[src/rtl/bs_pkg.sv]
// bs_pkg: shared definitions for the bit-serial MAC transmit side and its MAC partner.
//   PREC_8/PREC_4/PREC_2 (PREC_4A is the 2'b11 alias of PREC_4)
//   state_t  streamer FSM states
//   word_t   one parallel {act, wgt, prec} word
//   prec_nbits(prec) -> N (8/4/2), modmask(prec) -> N-1, used as cnt & mask == cnt mod N
package bs_pkg;
    localparam int DATA_W = 8;
    localparam int CNT_W  = 3;

    typedef enum logic [1:0] {PREC_8 = 2'b00, PREC_4 = 2'b01, PREC_2 = 2'b10, PREC_4A = 2'b11} prec_t;
    typedef enum logic [1:0] {IDLE, STREAM, ALIGN} state_t;

    typedef struct packed {
        logic [DATA_W-1:0] act;
        logic [DATA_W-1:0] wgt;
        logic [1:0]        prec;
    } word_t;

    function automatic logic [3:0] prec_nbits(input logic [1:0] p);
        return (p == PREC_8) ? 4'd8 : (p == PREC_2) ? 4'd2 : 4'd4;
    endfunction

    function automatic logic [CNT_W-1:0] modmask(input logic [1:0] p);
        return CNT_W'(prec_nbits(p) - 4'd1);
    endfunction
endpackage

[src/rtl/bitserial_weight_streamer_if.sv]
// bitserial_weight_streamer_if: word handshake and bit-serial MAC bus of the streamer.
//   upstream : in_valid, in_ready, in_act, in_wgt, in_prec
//   MAC side : mac_ready, bs_en, bs_act, bs_wbit, bs_prec, bs_first, bs_last, prod_valid
//   status   : busy
//   modport slave  = the streamer, modport master = the word producer / MAC environment
interface bitserial_weight_streamer_if;
    import bs_pkg::*;
    logic              in_valid;
    logic              in_ready;
    logic [DATA_W-1:0] in_act;
    logic [DATA_W-1:0] in_wgt;
    logic [1:0]        in_prec;
    logic              mac_ready;
    logic              bs_en;
    logic [DATA_W-1:0] bs_act;
    logic              bs_wbit;
    logic [1:0]        bs_prec;
    logic              bs_first;
    logic              bs_last;
    logic              prod_valid;
    logic              busy;

    modport slave (
        input  in_valid, in_act, in_wgt, in_prec, mac_ready,
        output in_ready, bs_en, bs_act, bs_wbit, bs_prec, bs_first, bs_last, prod_valid, busy
    );
    modport master (
        output in_valid, in_act, in_wgt, in_prec, mac_ready,
        input  in_ready, bs_en, bs_act, bs_wbit, bs_prec, bs_first, bs_last, prod_valid, busy
    );
endinterface

[src/rtl/bs_pend_buf.sv]
// bs_pend_buf: one-entry valid/ready holding register for {act, wgt, prec}.
//   clk, rstn            clock, asynchronous active-low reset
//   in_valid/in_ready    upstream handshake; in_ready = ~out_valid (registered, no comb path)
//   in_word              word to park
//   pop                  consumer takes out_word this cycle (only while out_valid)
//   out_valid/out_word   parked word
module bs_pend_buf
    import bs_pkg::*;
(
    input  logic  clk,
    input  logic  rstn,
    input  logic  in_valid,
    output logic  in_ready,
    input  word_t in_word,
    input  logic  pop,
    output logic  out_valid,
    output word_t out_word
);
    always_ff @(posedge clk or negedge rstn) begin
        if (!rstn) begin
            out_valid <= 1'b0;
            out_word  <= '0;
        end else if (in_valid && !out_valid) begin
            out_valid <= 1'b1;
            out_word  <= in_word;
        end else if (pop) begin
            out_valid <= 1'b0;
        end
    end

    assign in_ready = ~out_valid;
endmodule

[src/rtl/bitserial_weight_streamer.sv]
// bitserial_weight_streamer: shifts parallel weights out LSB first to a bit-serial MAC.
//   clk, rstn   clock, asynchronous active-low reset (shared with the MAC counter)
//   bus         bitserial_weight_streamer_if.slave: word handshake in, bit-serial bus out
//   stat_words, stat_align (only with BSTX_STATS_EN defined): saturating counts of
//               completed data words and issued align bits
// The word in cur is the one being aligned or streamed; it is loaded from the pending
// buffer at a word boundary, so bs_act/bs_prec only change there.
module bitserial_weight_streamer
    import bs_pkg::*;
(
    input logic clk,
    input logic rstn,
    bitserial_weight_streamer_if.slave bus
`ifdef BSTX_STATS_EN
    ,
    output logic [15:0] stat_words,
    output logic [15:0] stat_align
`endif
);
    state_t           state, state_n;
    word_t            cur, pend_word, in_word;
    logic             pend_valid, load, issue, is_last, prod_q;
    logic [CNT_W-1:0] cnt, cnt_inc, cm, pm, idx;

    assign in_word = {bus.in_act, bus.in_wgt, (bus.in_prec == PREC_4A) ? PREC_4 : bus.in_prec};

    bs_pend_buf u_pend (
        .clk       (clk),
        .rstn      (rstn),
        .in_valid  (bus.in_valid),
        .in_ready  (bus.in_ready),
        .in_word   (in_word),
        .pop       (load),
        .out_valid (pend_valid),
        .out_word  (pend_word)
    );

    assign cm      = modmask(cur.prec);
    assign pm      = modmask(pend_word.prec);
    assign idx     = cnt & cm;
    assign cnt_inc = cnt + 1'b1;
    assign issue   = (state != IDLE) && bus.mac_ready;
    assign is_last = (state == STREAM) && (idx == cm);

    // A new word streams directly only if its N divides the count it starts at;
    // otherwise zero bits are issued until the MAC counter reaches a multiple of N.
    always_comb begin
        state_n = state;
        load    = 1'b0;
        case (state)
            IDLE: if (pend_valid) begin
                load    = 1'b1;
                state_n = ((cnt & pm) == '0) ? STREAM : ALIGN;
            end
            STREAM: if (issue && is_last) begin
                load    = pend_valid;
                state_n = !pend_valid ? IDLE : ((cnt_inc & pm) == '0) ? STREAM : ALIGN;
            end
            ALIGN: if (issue && ((cnt_inc & cm) == '0)) state_n = STREAM;
            default: state_n = IDLE;
        endcase
    end

    always_ff @(posedge clk or negedge rstn) begin
        if (!rstn) begin
            state  <= IDLE;
            cnt    <= '0;
            cur    <= '0;
            prod_q <= 1'b0;
        end else begin
            state  <= state_n;
            prod_q <= issue && is_last;
            if (issue) cnt <= cnt_inc;
            if (load) cur <= pend_word;
        end
    end

    assign bus.bs_en      = issue;
    assign bus.bs_act     = cur.act;
    assign bus.bs_wbit    = (state == STREAM) && cur.wgt[idx];
    assign bus.bs_prec    = cur.prec;
    assign bus.bs_first   = (state == STREAM) && (idx == '0);
    assign bus.bs_last    = is_last;
    assign bus.prod_valid = prod_q;
    assign bus.busy       = (state != IDLE) || pend_valid;

`ifdef BSTX_STATS_EN
    always_ff @(posedge clk or negedge rstn) begin
        if (!rstn) begin
            stat_words <= '0;
            stat_align <= '0;
        end else begin
            if (issue && is_last && stat_words != 16'hFFFF) stat_words <= stat_words + 16'd1;
            if (issue && state == ALIGN && stat_align != 16'hFFFF) stat_align <= stat_align + 16'd1;
        end
    end
`endif
endmodule
[src/flat_wrapper.sv]
// flat-port wrapper written by rule: the top's interface ports become plain ports
module bitserial_weight_streamer_flat import bs_pkg::*;
  (clk, rstn, bus_in_valid, bus_in_act, bus_in_wgt, bus_in_prec, bus_mac_ready, bus_in_ready, bus_bs_en, bus_bs_act, bus_bs_wbit, bus_bs_prec, bus_bs_first, bus_bs_last, bus_prod_valid, bus_busy);
  bitserial_weight_streamer_if bus_i ();
  input logic clk;
  input logic rstn;
  input wire logic [$bits(bus_i.in_valid)-1:0] bus_in_valid;
  input wire logic [$bits(bus_i.in_act)-1:0] bus_in_act;
  input wire logic [$bits(bus_i.in_wgt)-1:0] bus_in_wgt;
  input wire logic [$bits(bus_i.in_prec)-1:0] bus_in_prec;
  input wire logic [$bits(bus_i.mac_ready)-1:0] bus_mac_ready;
  output wire logic [$bits(bus_i.in_ready)-1:0] bus_in_ready;
  output wire logic [$bits(bus_i.bs_en)-1:0] bus_bs_en;
  output wire logic [$bits(bus_i.bs_act)-1:0] bus_bs_act;
  output wire logic [$bits(bus_i.bs_wbit)-1:0] bus_bs_wbit;
  output wire logic [$bits(bus_i.bs_prec)-1:0] bus_bs_prec;
  output wire logic [$bits(bus_i.bs_first)-1:0] bus_bs_first;
  output wire logic [$bits(bus_i.bs_last)-1:0] bus_bs_last;
  output wire logic [$bits(bus_i.prod_valid)-1:0] bus_prod_valid;
  output wire logic [$bits(bus_i.busy)-1:0] bus_busy;
  assign bus_i.in_valid = bus_in_valid;
  assign bus_i.in_act = bus_in_act;
  assign bus_i.in_wgt = bus_in_wgt;
  assign bus_i.in_prec = bus_in_prec;
  assign bus_i.mac_ready = bus_mac_ready;
  assign bus_in_ready = bus_i.in_ready;
  assign bus_bs_en = bus_i.bs_en;
  assign bus_bs_act = bus_i.bs_act;
  assign bus_bs_wbit = bus_i.bs_wbit;
  assign bus_bs_prec = bus_i.bs_prec;
  assign bus_bs_first = bus_i.bs_first;
  assign bus_bs_last = bus_i.bs_last;
  assign bus_prod_valid = bus_i.prod_valid;
  assign bus_busy = bus_i.busy;
  bitserial_weight_streamer u_core (.clk(clk), .rstn(rstn), .bus(bus_i));
endmodule
[config.mk]
export PLATFORM = sky130hd
export DESIGN_NAME = bitserial_weight_streamer_flat
export DESIGN_NICKNAME = d
export VERILOG_FILES = /design/src/rtl/bs_pkg.sv /design/src/rtl/bitserial_weight_streamer_if.sv /design/src/rtl/bs_pend_buf.sv /design/src/rtl/bitserial_weight_streamer.sv /design/src/flat_wrapper.sv
export SDC_FILE = /design/constraint.sdc
export NUM_CORES = 1
export LEC_CHECK = 0
export BUFFER_PORTS_ARGS = -buffer_cell sky130_fd_sc_hd__buf_4
export CAP_MARGIN = 20
export CORE_ASPECT_RATIO = 1.1
export CORE_MARGIN = 2
export CORE_UTILIZATION = 54
export DETAILED_ROUTE_END_ITERATION = 10
export GPL_TIMING_DRIVEN = 0
export PLACE_DENSITY = 0.78
export SLEW_MARGIN = 10
export SYNTH_ARGS = -nofsm -noshare
export SYNTH_HDL_FRONTEND = slang
export SYNTH_SLANG_ARGS = --single-unit
[constraint.sdc]
create_clock -name clk -period 2.05 [get_ports clk]
set_clock_uncertainty 0.1 [all_clocks]
set_input_delay 0.1025 -clock clk [delete_from_list [all_inputs] [get_ports clk]]
set_output_delay 0.1025 -clock clk [all_outputs]
set_load 0.02 [all_outputs]
==> flow_metrics.tcl, run 1 <==
set metrics [dict create \
    result_of_the_run "completed" \
    drtPass1Iterations 4 \
    timing.max_slew.rel_slack_pct 63.5 \
    critical_path.startpoint_type "register" \
    maximum_fanout_count_along_the_critical_path 5 \
    post-route-period-util_pct 95.9 \
    die_area_um2 4160 \
    grt_pass1_wl_um 6380 \
    nNetsFinal 237 \
    antenna_cells_inserted 0 \
    setup_total_negative_slack_ns 0 \
    max_freq_mhz 509 \
    synthesis.instances 142 \
    synth-seq-cells 43 \
    power.static_leakage_nw 1.22 \
    combinational_power_share_pct 48.2 \
    antenna_found_initial 0 \
    syn_area_um2 1980 \
    cts_sinks 43 \
    remaining_drc_errors 0 \
    synth.distinct_cells 36 \
    maximum_number_of_pins_on_one_net_before_global_route_repair 44 \
    min_period_ns 1.97 \
    cts_tree "yes" \
    class_of_the_worst_hold_path "in -> reg" \
    post-dp-hpwl_um 2730 \
    floorplan.initialDensity_pct 55.4 \
    p_int_mw 2.70 \
    synth_largest_area_cell "dfrtp_1" \
    clockPowerShare_pct 13.0 \
    route.antenna.remaining_nets 0 \
    sequential_cell_fraction_of_total_power_pct 38.8 \
    critical_path_arrival_ns 1.76 \
    critical_path_required_ns 1.85 \
    routedWlPerCell_um 15.1 \
    die_x_um 61.7 \
    die_y_um 67.5 \
    io_buffers 38 \
    rows 23 \
    final_design_area_no_fill_um2 2670 \
    worst_ir_drop_vdd_mv 0.886 \
    detail_route.iter0.violations 67 \
    grt_pass1_vias 1377 \
    synth-warning-count 0 \
    worst_setup_hold_path_clk_slew_ns 0.08 \
    post_route_cells_drive_above_1_share_pct 51.6 \
    seq_area_frac_synth_pct 54.4 \
    fin_util_pct 74.8 \
    routed-via-count 1331 \
    timing_hold_violations_final 0 \
    area_growth_pct 34.9 \
    ctsRootBufferMaster "clkbuf_8" \
    setup.worst_path.class "reg -> out" \
    power_switching_share_pct 33.9 \
    area_share_of_the_largest_cell_type_after_synthesis_pct 54.4 \
    dpl_cell_area_um2 2330 \
    crit_path_end_kind "output port" \
    p_switching_mw 1.38 \
    power_density_nw_per_um2 1530 \
    postSynthNetCount 165 \
    worstSkewPairLatency_ns 0.29 \
    num-fill-cells 266 \
    drt-total-wl_um 4010 \
    finalMaxSlewViolations 0 \
    io-pin-count 39 \
    gr-usage-all-layers_pct 21.9 \
    rsz_0062_raised_after_global_routing "no" \
    ys_top_cells_by_area "dfrtp_1 (54%), mux2_2 (15%), mux2_4 (6.8%)" \
    syn_avg_cell_area_um2 13.9 \
    cts-buffers-inserted 5 \
    vias_per_cell 5.02 \
    timing.max_cap.violations 0 \
    max_slew.worst_pin.slew_ns 0.548 \
    finalWeightedCongestion 0.898 \
    cts_buffer_depth 2 \
    cts_htree_levels 2 \
    grt-ovfl-total 0 \
    floorplan.core_area_um2 3570 \
    final-setup-viol-count 0 \
]
## layer usage
layer / up-vias / wire length, um / GRT usage [%]
li1: 633 / - / -
met4: 0 / 53 / 7.45
met5: - / 0 / 0
met2: 28 / 2210 / 38.4
met1: 664 / 1600 / 25.0
met3: 6 / 149 / 6.32
## cell usage in the layout, fill, tap and decap left out, types with 3 or more instances in the layout
master / n
buf_2: 3
buf_4: 55
clkbuf_8: 5
dfrtp_1: 43
dlygate4sd3_1: 20
inv_1: 3
mux2_2: 27
mux2_4: 9
nand2b_1: 4
nor2_1: 7
## area by class of cell
class | instances | area (um^2) | area share, %
flip-flops and latches | 43 | 1080 | 40.3
clock buffers | 6 | 72.6 | 2.72
repair buffers | 65 | 538 | 20.2
multi-input cells | 82 | 786 | 29.4
clock inverters | 2 | 12.5 | 0.469
plain buffers | 14 | 110 | 4.13
well taps | 50 | 62.6 | 2.34
inverters | 3 | 11.3 | 0.422
## power groups by stage
stage | Combinational (mW) | Clock [mW] | Sequential, mW
4_1_cts | 1.90 | 0.542 | 1.58
6_report | 1.97 | 0.530 | 1.58
2_1_floorplan | 1.41 | 0 | 1.49
3_3_place_gp | 1.77 | 0 | 1.56
5_1_grt | 2.13 | 0.585 | 1.63
3_5_place_dp | 1.83 | 0 | 1.61
## cells in the mapped netlist, drive strengths merged
library cell / count
dfrtp: 43
mux2: 36
buf: 14
nor2: 7
nand2b: 5
a21oi: 3
inv: 3
o21ai: 3
a211oi: 2
a221oi: 2
and2: 2
mux4: 2
nand2: 2
nor2b: 2
or3: 2
xnor2: 2
a21o: 1
a22o: 1
ha: 1
nand3: 1
nand3b: 1
nor3: 1
o21a: 1
o21ba: 1
o22ai: 1
o2bb2ai: 1
or2b: 1
xor2: 1
## sequential cells by signal, indices dropped and copies added (netlist names)
signal / flops
u_core.bus.prod_valid: 1
u_core.u_pend.out_word: 18
u_core.u_pend.out_valid: 1
u_core.bus.bs_prec: 2
u_core.cur: 8
u_core.state: 2
u_core.cnt: 3
u_core.bus.bs_act: 8
## timing repair
| item | in CTS | in global routing |
|---|---|---|
| setup buffers | 1 | 6 |
| pin swaps | 0 | 1 |
| hold endpoints to repair | 62 | 0 |
| endpoints found under the setup margin | 6 | 10 |
| gates resized for setup | 0 | 1 |
| hold buffers | 20 | 0 |
## logic make-up (layout without fill, tap and decap cells)
| family | after synthesis | count (layout) | synth area share [%] |
|---|---|---|---|
| flip-flops | 43 | 43 | 54.4 |
| multiplexers | 38 | 38 | 24.5 |
| AND/OR/NAND/NOR | 24 | 24 | 6.77 |
| buffers and inverters | 17 | 90 | 6.14 |
| AO/OA/AOI/OAI | 16 | 16 | 6.26 |
| XOR/XNOR | 3 | 3 | 1.33 |
| adder cells (fa/ha/maj) | 1 | 1 | 0.632 |
## metrics by stage
stage               hold slack (ns)  instances  power, mW  setup slack [ns]
floorplan                    -0.293        142       2.90             0.232
global placement             0.0110        230       3.32            0.0270
detailed placement           0.0230        230       3.44           0.00822
CTS                           0.145        259       4.02            0.0286
global route                  0.195        265       4.35            0.0121
finish                        0.158        265       4.08            0.0839
## worst paths after layout
kind                                       startpoint                         end  slack [ns]  depth (start not counted)
max                             u_core.bus.bs_prec[0]                 bus_bs_wbit        0.08                          5
min in group asynchronous                        rstn   u_core.u_pend.out_word[1]        0.22                          2
max in group asynchronous                        rstn  u_core.u_pend.out_word[13]        1.25                          2
min reg2reg                u_core.u_pend.out_word[14]  u_core.u_pend.out_word[14]        0.41                          1
max reg2reg                             u_core.cnt[0]        u_core.bus.bs_act[2]        0.21                          6
min                                     bus_mac_ready               u_core.cnt[0]        0.16                          3
## worst max-delay path: stages, from the launching register on
cell      delay [ns]
dfrtp_1         0.42
nand2b_4        0.18
and2_2          0.21
mux4_2          0.30
a22o_1          0.21
buf_4           0.15
Note: power is estimated with default switching activity, not from simulation.
==> run 2: changes to the inputs <==
--- a/constraint.sdc
+++ b/constraint.sdc
@@ -3,3 +3,3 @@
 set_input_delay 0.1025 -clock clk [delete_from_list [all_inputs] [get_ports clk]]
 set_output_delay 0.1025 -clock clk [all_outputs]
-set_load 0.02 [all_outputs]
+set_load 0.01 [all_outputs]
==> run 2 against run 1 <==
Sequential share of layout area is the same. Maximum frequency grew 0.72%. First-iteration DRC count shrank 1.5%. Register-to-register slack is essentially flat. Die area is the same. Design area is the same. Non-clock buffer count is the same. Critical endpoint unchanged. Largest power group unchanged.
==> flow_metrics.tcl, run 2 (synthesis results as in run 1) <==
set metrics [dict create \
    result_of_the_run "completed" \
    die_y_um 67.5 \
    antenna_found_initial 0 \
    setup.worst_path.class "reg -> out" \
    vias_per_cell 5.03 \
    max_slew.worst_pin.slew_ns 0.547 \
    route.antenna.remaining_nets 0 \
    post_route_cells_drive_above_1_share_pct 51.6 \
    post-route-period-util_pct 95.2 \
    class_of_the_worst_hold_path "in -> reg" \
    drtPass1Iterations 4 \
    critical_path_arrival_ns 1.75 \
    drt-total-wl_um 4010 \
    placed_cells 230 \
    timing_hold_violations_final 0 \
    final-setup-viol-count 0 \
    routed-via-count 1334 \
    regMostFlops "u_core.u_pend.out_word" \
    fin_util_pct 74.8 \
    floorplan.initialDensity_pct 55.4 \
    cpMaxStageDelayCell "dfrtp_1" \
    cts_tree "yes" \
    grt-ovfl-total 0 \
    antenna_cells_inserted 0 \
    maximum_number_of_pins_on_one_net_before_global_route_repair 44 \
    grt_pass1_vias 1375 \
    final_common_cell "buf_4" \
    buffers_plus_inverters_on_the_worst_setup_path 1 \
    finalWeightedCongestion 0.898 \
    floorplan.core_area_um2 3570 \
    critical_path_required_ns 1.85 \
    post-dp-hpwl_um 2730 \
    power_density_nw_per_um2 1490 \
    critical_path.cell_chain "nand2b_4 -> and2_2 -> mux4_2 -> a22o_1 -> buf_4" \
    setup_total_negative_slack_ns 0 \
    rows 23 \
    worstSkewPairLatency_ns 0.30 \
    timing.max_cap.violations 0 \
    grt_pass1_wl_um 6380 \
    min_period_ns 1.95 \
    rsz_0062_raised_after_global_routing "no" \
    io_buffers 38 \
    area_growth_pct 34.9 \
    remaining_drc_errors 0 \
    worst_hold_margin_ns 0.156 \
    largest_register_ffs 18 \
    cts_buffer_depth 2 \
    timing.max_slew.rel_slack_pct 63.5 \
    timing.critical_path.slowest_cell_delay_ns 0.42 \
    die_area_um2 4160 \
    routedWlPerCell_um 15.1 \
    finalMaxSlewViolations 0 \
    crit_path_end_kind "output port" \
    max_freq_mhz 512 \
    cts_htree_levels 2 \
    critPathTopFamily "flip-flops" \
    most-common-layout-cells "buf_4 (55), dfrtp_1 (43), mux2_2 (27), dlygate4sd3_1 (20), mux2_4 (9)" \
    ctsRootBufferMaster "clkbuf_8" \
    io-pin-count 39 \
    maximum_fanout_count_along_the_critical_path 5 \
    detail_route.iter0.violations 66 \
    worst_ir_drop_vdd_mv 0.884 \
    gr-usage-all-layers_pct 21.9 \
    total_power_mw 3.98 \
    power.static_leakage_nw 1.22 \
    nNetsFinal 237 \
    critical_path.startpoint_type "register" \
    cts-buffers-inserted 5 \
    cts_sinks 43 \
    worst_setup_hold_path_clk_slew_ns 0.08 \
    die_x_um 61.7 \
    layoutNonFillerInstCount 265 \
]
[run 2: cell counts in the layout (fill, tap and decap cells not counted)]
No cell type changed its count.
[run 2: path summary, 6_finish.rpt]
| check | startpoint | end | slack (ns) | depth (start not counted) |
|---|---|---|---|---|
| hold / removal | bus_mac_ready | u_core.cnt[0] | 0.16 | 3 |
| max in group asynchronous | rstn | u_core.u_pend.out_word[13] | 1.25 | 2 |
| min in group asynchronous | rstn | u_core.u_pend.out_word[1] | 0.22 | 2 |
| setup / recovery | u_core.bus.bs_prec[0] | bus_bs_wbit | 0.1 | 5 |
| setup reg to reg | u_core.cnt[0] | u_core.bus.bs_act[2] | 0.20 | 6 |
| hold reg to reg | u_core.u_pend.out_word[14] | u_core.u_pend.out_word[14] | 0.41 | 1 |
[run 2: per-layer routing]
metal | wire [um] | share of wire, % | vias to the layer above | GRT usage [%]
li1 | - | - | 633 | -
met1 | 1600 | 40 | 667 | 25.0
met2 | 2210 | 55 | 28 | 38.4
met3 | 150 | 3.7 | 6 | 6.32
met4 | 53 | 1.3 | 0 | 7.45
met5 | 0 | 0 | - | 0
[run 2: report_power, final]
| part | switching [mW] | internal (mW) | total (mW) |
|---|---|---|---|
| sequential | 0.306 | 1.28 | 1.58 |
| clock | 0.292 | 0.238 | 0.530 |
| combinational | 0.686 | 1.18 | 1.86 |
| total | 1.28 | 2.69 | 3.98 |
[run 2: what timing repair did]
item                       CTS  global route
hold buffers                20             0
gates resized for setup      0             1
pin swaps                    1             1
hold endpoints to repair    62             0
buffers inserted             1             6
setup endpoints to repair    6            10
[run 2: layout make-up]
| class | instances | area [um^2] |
|---|---|---|
| Clock inverter | 2 | 12.5 |
| Multi-Input combinational cell | 82 | 786 |
| Timing Repair Buffer | 65 | 538 |
| Fill cell | 266 | 900 |
| Tap cell | 50 | 62.6 |
| Sequential cell | 43 | 1080 |
| Clock buffer | 6 | 72.6 |
| Buffer | 14 | 110 |
| Inverter | 3 | 11.3 |
[run 2: worst reg2reg max path: stages (launching register included)]
cell and delay (ns):
dfrtp_1 0.35, buf_2 0.20, nand2_1 0.07, a21o_2 0.22, a21oi_4 0.28, buf_4 0.19
mux2_2 0.33
[run 2: through the flow]
step / area [um^2] / setup slack, ns
6_report: 2670 / 0.0979
5_1_grt: 2670 / 0.0245
4_1_cts: 2620 / 0.0428
3_5_place_dp: 2330 / 0.00822
3_3_place_gp: 2330 / 0.0270
2_1_floorplan: 1980 / 0.232
==> run 3: changes to the inputs <==
CELL_PAD_IN_SITES_DETAIL_PLACEMENT = 1   (was unset)
CELL_PAD_IN_SITES_GLOBAL_PLACEMENT = 2   (was unset)
CORE_UTILIZATION = 39   (was 54)
CTS_BUF_LIST = sky130_fd_sc_hd__clkbuf_4   (was unset)
PLACE_DENSITY = unset   (was 0.78)
PLACE_DENSITY_LB_ADDON = 0.1   (was unset)
==> run 3 against run 2 <==
Flip-flop and latch count unchanged. Routed wire length decreased by 0.22%. Register-to-register slack improved by 0.04 ns. Non-clock buffer count decreased by 2. Final cell count grew 2.3%.
==> flow_metrics.tcl, run 3 (synthesis results as in run 1) <==
set metrics [dict create \
    met1_track_utilization_from_global_routing_pct 19.8 \
    peak_usage_layer_in_the_global_routing_report "met2" \
    antenna_found_initial 0 \
    crit_path_end_kind "output port" \
    cts_htree_levels 2 \
    critical_path.startpoint_type "register" \
    io-pin-count 39 \
    die_area_um2 5660 \
    power_density_nw_per_um2 1450 \
    finalMaxSlewViolations 0 \
    globalRouteMet2Util_pct 25.9 \
    routedWlPerCell_um 14.8 \
    drtPass1Iterations 4 \
    worst_ir_drop_vdd_mv 0.608 \
    worstReg2RegEnd "u_core.state[0]" \
    gr-usage-all-layers_pct 15.8 \
    nNetsFinal 235 \
    power.static_leakage_nw 1.21 \
    largest_register_ffs 18 \
    route.antenna.remaining_nets 0 \
    class_of_the_worst_hold_path "in -> reg" \
    grt-ovfl-total 0 \
    cts-buffers-inserted 5 \
    timing.reg2reg.setup_slack_ns 0.24 \
    worst_r2r_startpoint "u_core.cnt[0]" \
    routed-via-count 1327 \
    worstSkewPairLatency_ns 0.35 \
    result_of_the_run "completed" \
    ctsRootBufferMaster "clkbuf_4" \
    critical_path_required_ns 1.85 \
    floorplan.initialDensity_pct 40.1 \
    remaining_drc_errors 0 \
    final_common_cell "buf_4" \
    rows 27 \
    die_x_um 71.9 \
    grt_pass1_wl_um 6820 \
    detailedPlace.worstSlack_ns 0.00355 \
    hold_path_startpoint "bus_mac_ready" \
    max_freq_mhz 507 \
    setup.worst_path.class "reg -> out" \
    cts_sinks 43 \
    post-dp-hpwl_um 2660 \
    timing.max_cap.violations 0 \
    regMostFlops "u_core.u_pend.out_word" \
    maximum_number_of_pins_on_one_net_before_global_route_repair 44 \
    timing_hold_violations_final 0 \
    timing.max_slew.rel_slack_pct 63.1 \
    grt_pass1_vias 1432 \
    vias_per_cell 4.90 \
    worst_setup_hold_path_clk_slew_ns 0.12 \
    final-setup-viol-count 0 \
    floorplan.core_area_um2 4930 \
    detail_route.iter0.violations 40 \
    die_y_um 78.7 \
    timing.reg2reg.worst_path_depth 6 \
    min_period_ns 1.97 \
    hold_end "u_core.cnt[0]" \
    post-route-worst-setup-slack_ns 0.0767 \
    post-route-period-util_pct 96.3 \
    placed_cells 238 \
    drt-total-wl_um 4000 \
    cts_buffer_depth 2 \
    cts_tree "yes" \
    hold_depth 3 \
    most-common-layout-cells "buf_4 (54), dfrtp_1 (42), mux2_2 (27), dlygate4sd3_1 (20), mux2_4 (9)" \
    io_buffers 38 \
    setup_total_negative_slack_ns 0 \
    area_growth_pct 33.6 \
    total_power_mw 3.82 \
    max_slew.worst_pin.slew_ns 0.553 \
    maximum_fanout_count_along_the_critical_path 7 \
    critical_path_arrival_ns 1.77 \
    global_route.usage.met3_pct 4.57 \
    layoutNonFillerInstCount 271 \
    post_route_cells_drive_above_1_share_pct 52.1 \
    finalWeightedCongestion 0.710 \
    antenna_cells_inserted 0 \
]
[run 3: changes by cell type in the layout (fill, tap and decap cells not counted), sizes merged]
cell	previous run	this run
clkbuf	6	7
buf	59	57
clkinvlp	1	0
[run 3: critical path: stages (launching register included)]
cell,delay [ns]
dfrtp_1,0.39
buf_4,0.17
mux4_2,0.50
a22o_1,0.23
buf_4,0.14
[run 3: worst max-delay path by stage]
stage,from,end,slack (ns),cells after the start
2_1_floorplan,u_core.bus.bs_prec[0],u_core.bus.bs_act[6],0.23,5
3_3_place_gp,u_core.bus.bs_prec[0],u_core.bus.bs_act[6],0.02,5
3_5_place_dp,u_core.bus.bs_prec[0],u_core.cur[6],0.004,5
4_1_cts,u_core.bus.bs_prec[1],bus_bs_wbit,0.006,5
5_1_grt,u_core.cnt[0],bus_bs_wbit,-0.01,4
6_report,u_core.cnt[0],bus_bs_wbit,0.08,4
[run 3: final cells by class]
| type | count | area (um^2) |
|---|---|---|
| Buffer | 14 | 113 |
| Clock buffer | 7 | 52.6 |
| Clock inverter | 1 | 5.00 |
| Fill cell | 538 | 2290 |
| Inverter | 3 | 11.3 |
| Multi-Input combinational cell | 82 | 790 |
| Sequential cell | 43 | 1080 |
| Tap cell | 58 | 72.6 |
| Timing Repair Buffer | 63 | 523 |
[run 3: metrics by stage]
stage	util, %	hold slack, ns	instance area (um^2)
floorplan	-	-0.293	1980
global placement	47.4	0.0204	2340
detailed placement	47.4	0.0326	2340
CTS	52.9	0.0775	2610
global route	53.6	0.0773	2640
finish	53.6	0.0871	2640
[run 3: where the power goes]
group          leakage, nW  total (mW)  switching, mW  internal, mW
sequential           0.510        1.57          0.291          1.27
clock               0.0361       0.421          0.260         0.161
combinational        0.663        1.84          0.660          1.18
total                 1.21        3.82           1.21          2.61
[run 3: metal layers]
metal  vias up  share of wire, %
met5         -                 0
met4         0               1.8
met3         7               4.7
met2        33                51
met1       661                42
li1        626                 -
[run 3: what timing repair did]
item / in CTS / in global routing
resized for setup: 2 / 3
setup endpoints to repair: 10 / 10
hold endpoints to repair: 62 / 0
buffers inserted: 1 / 4
pin swaps: 0 / 1
hold buffers: 20 / 0
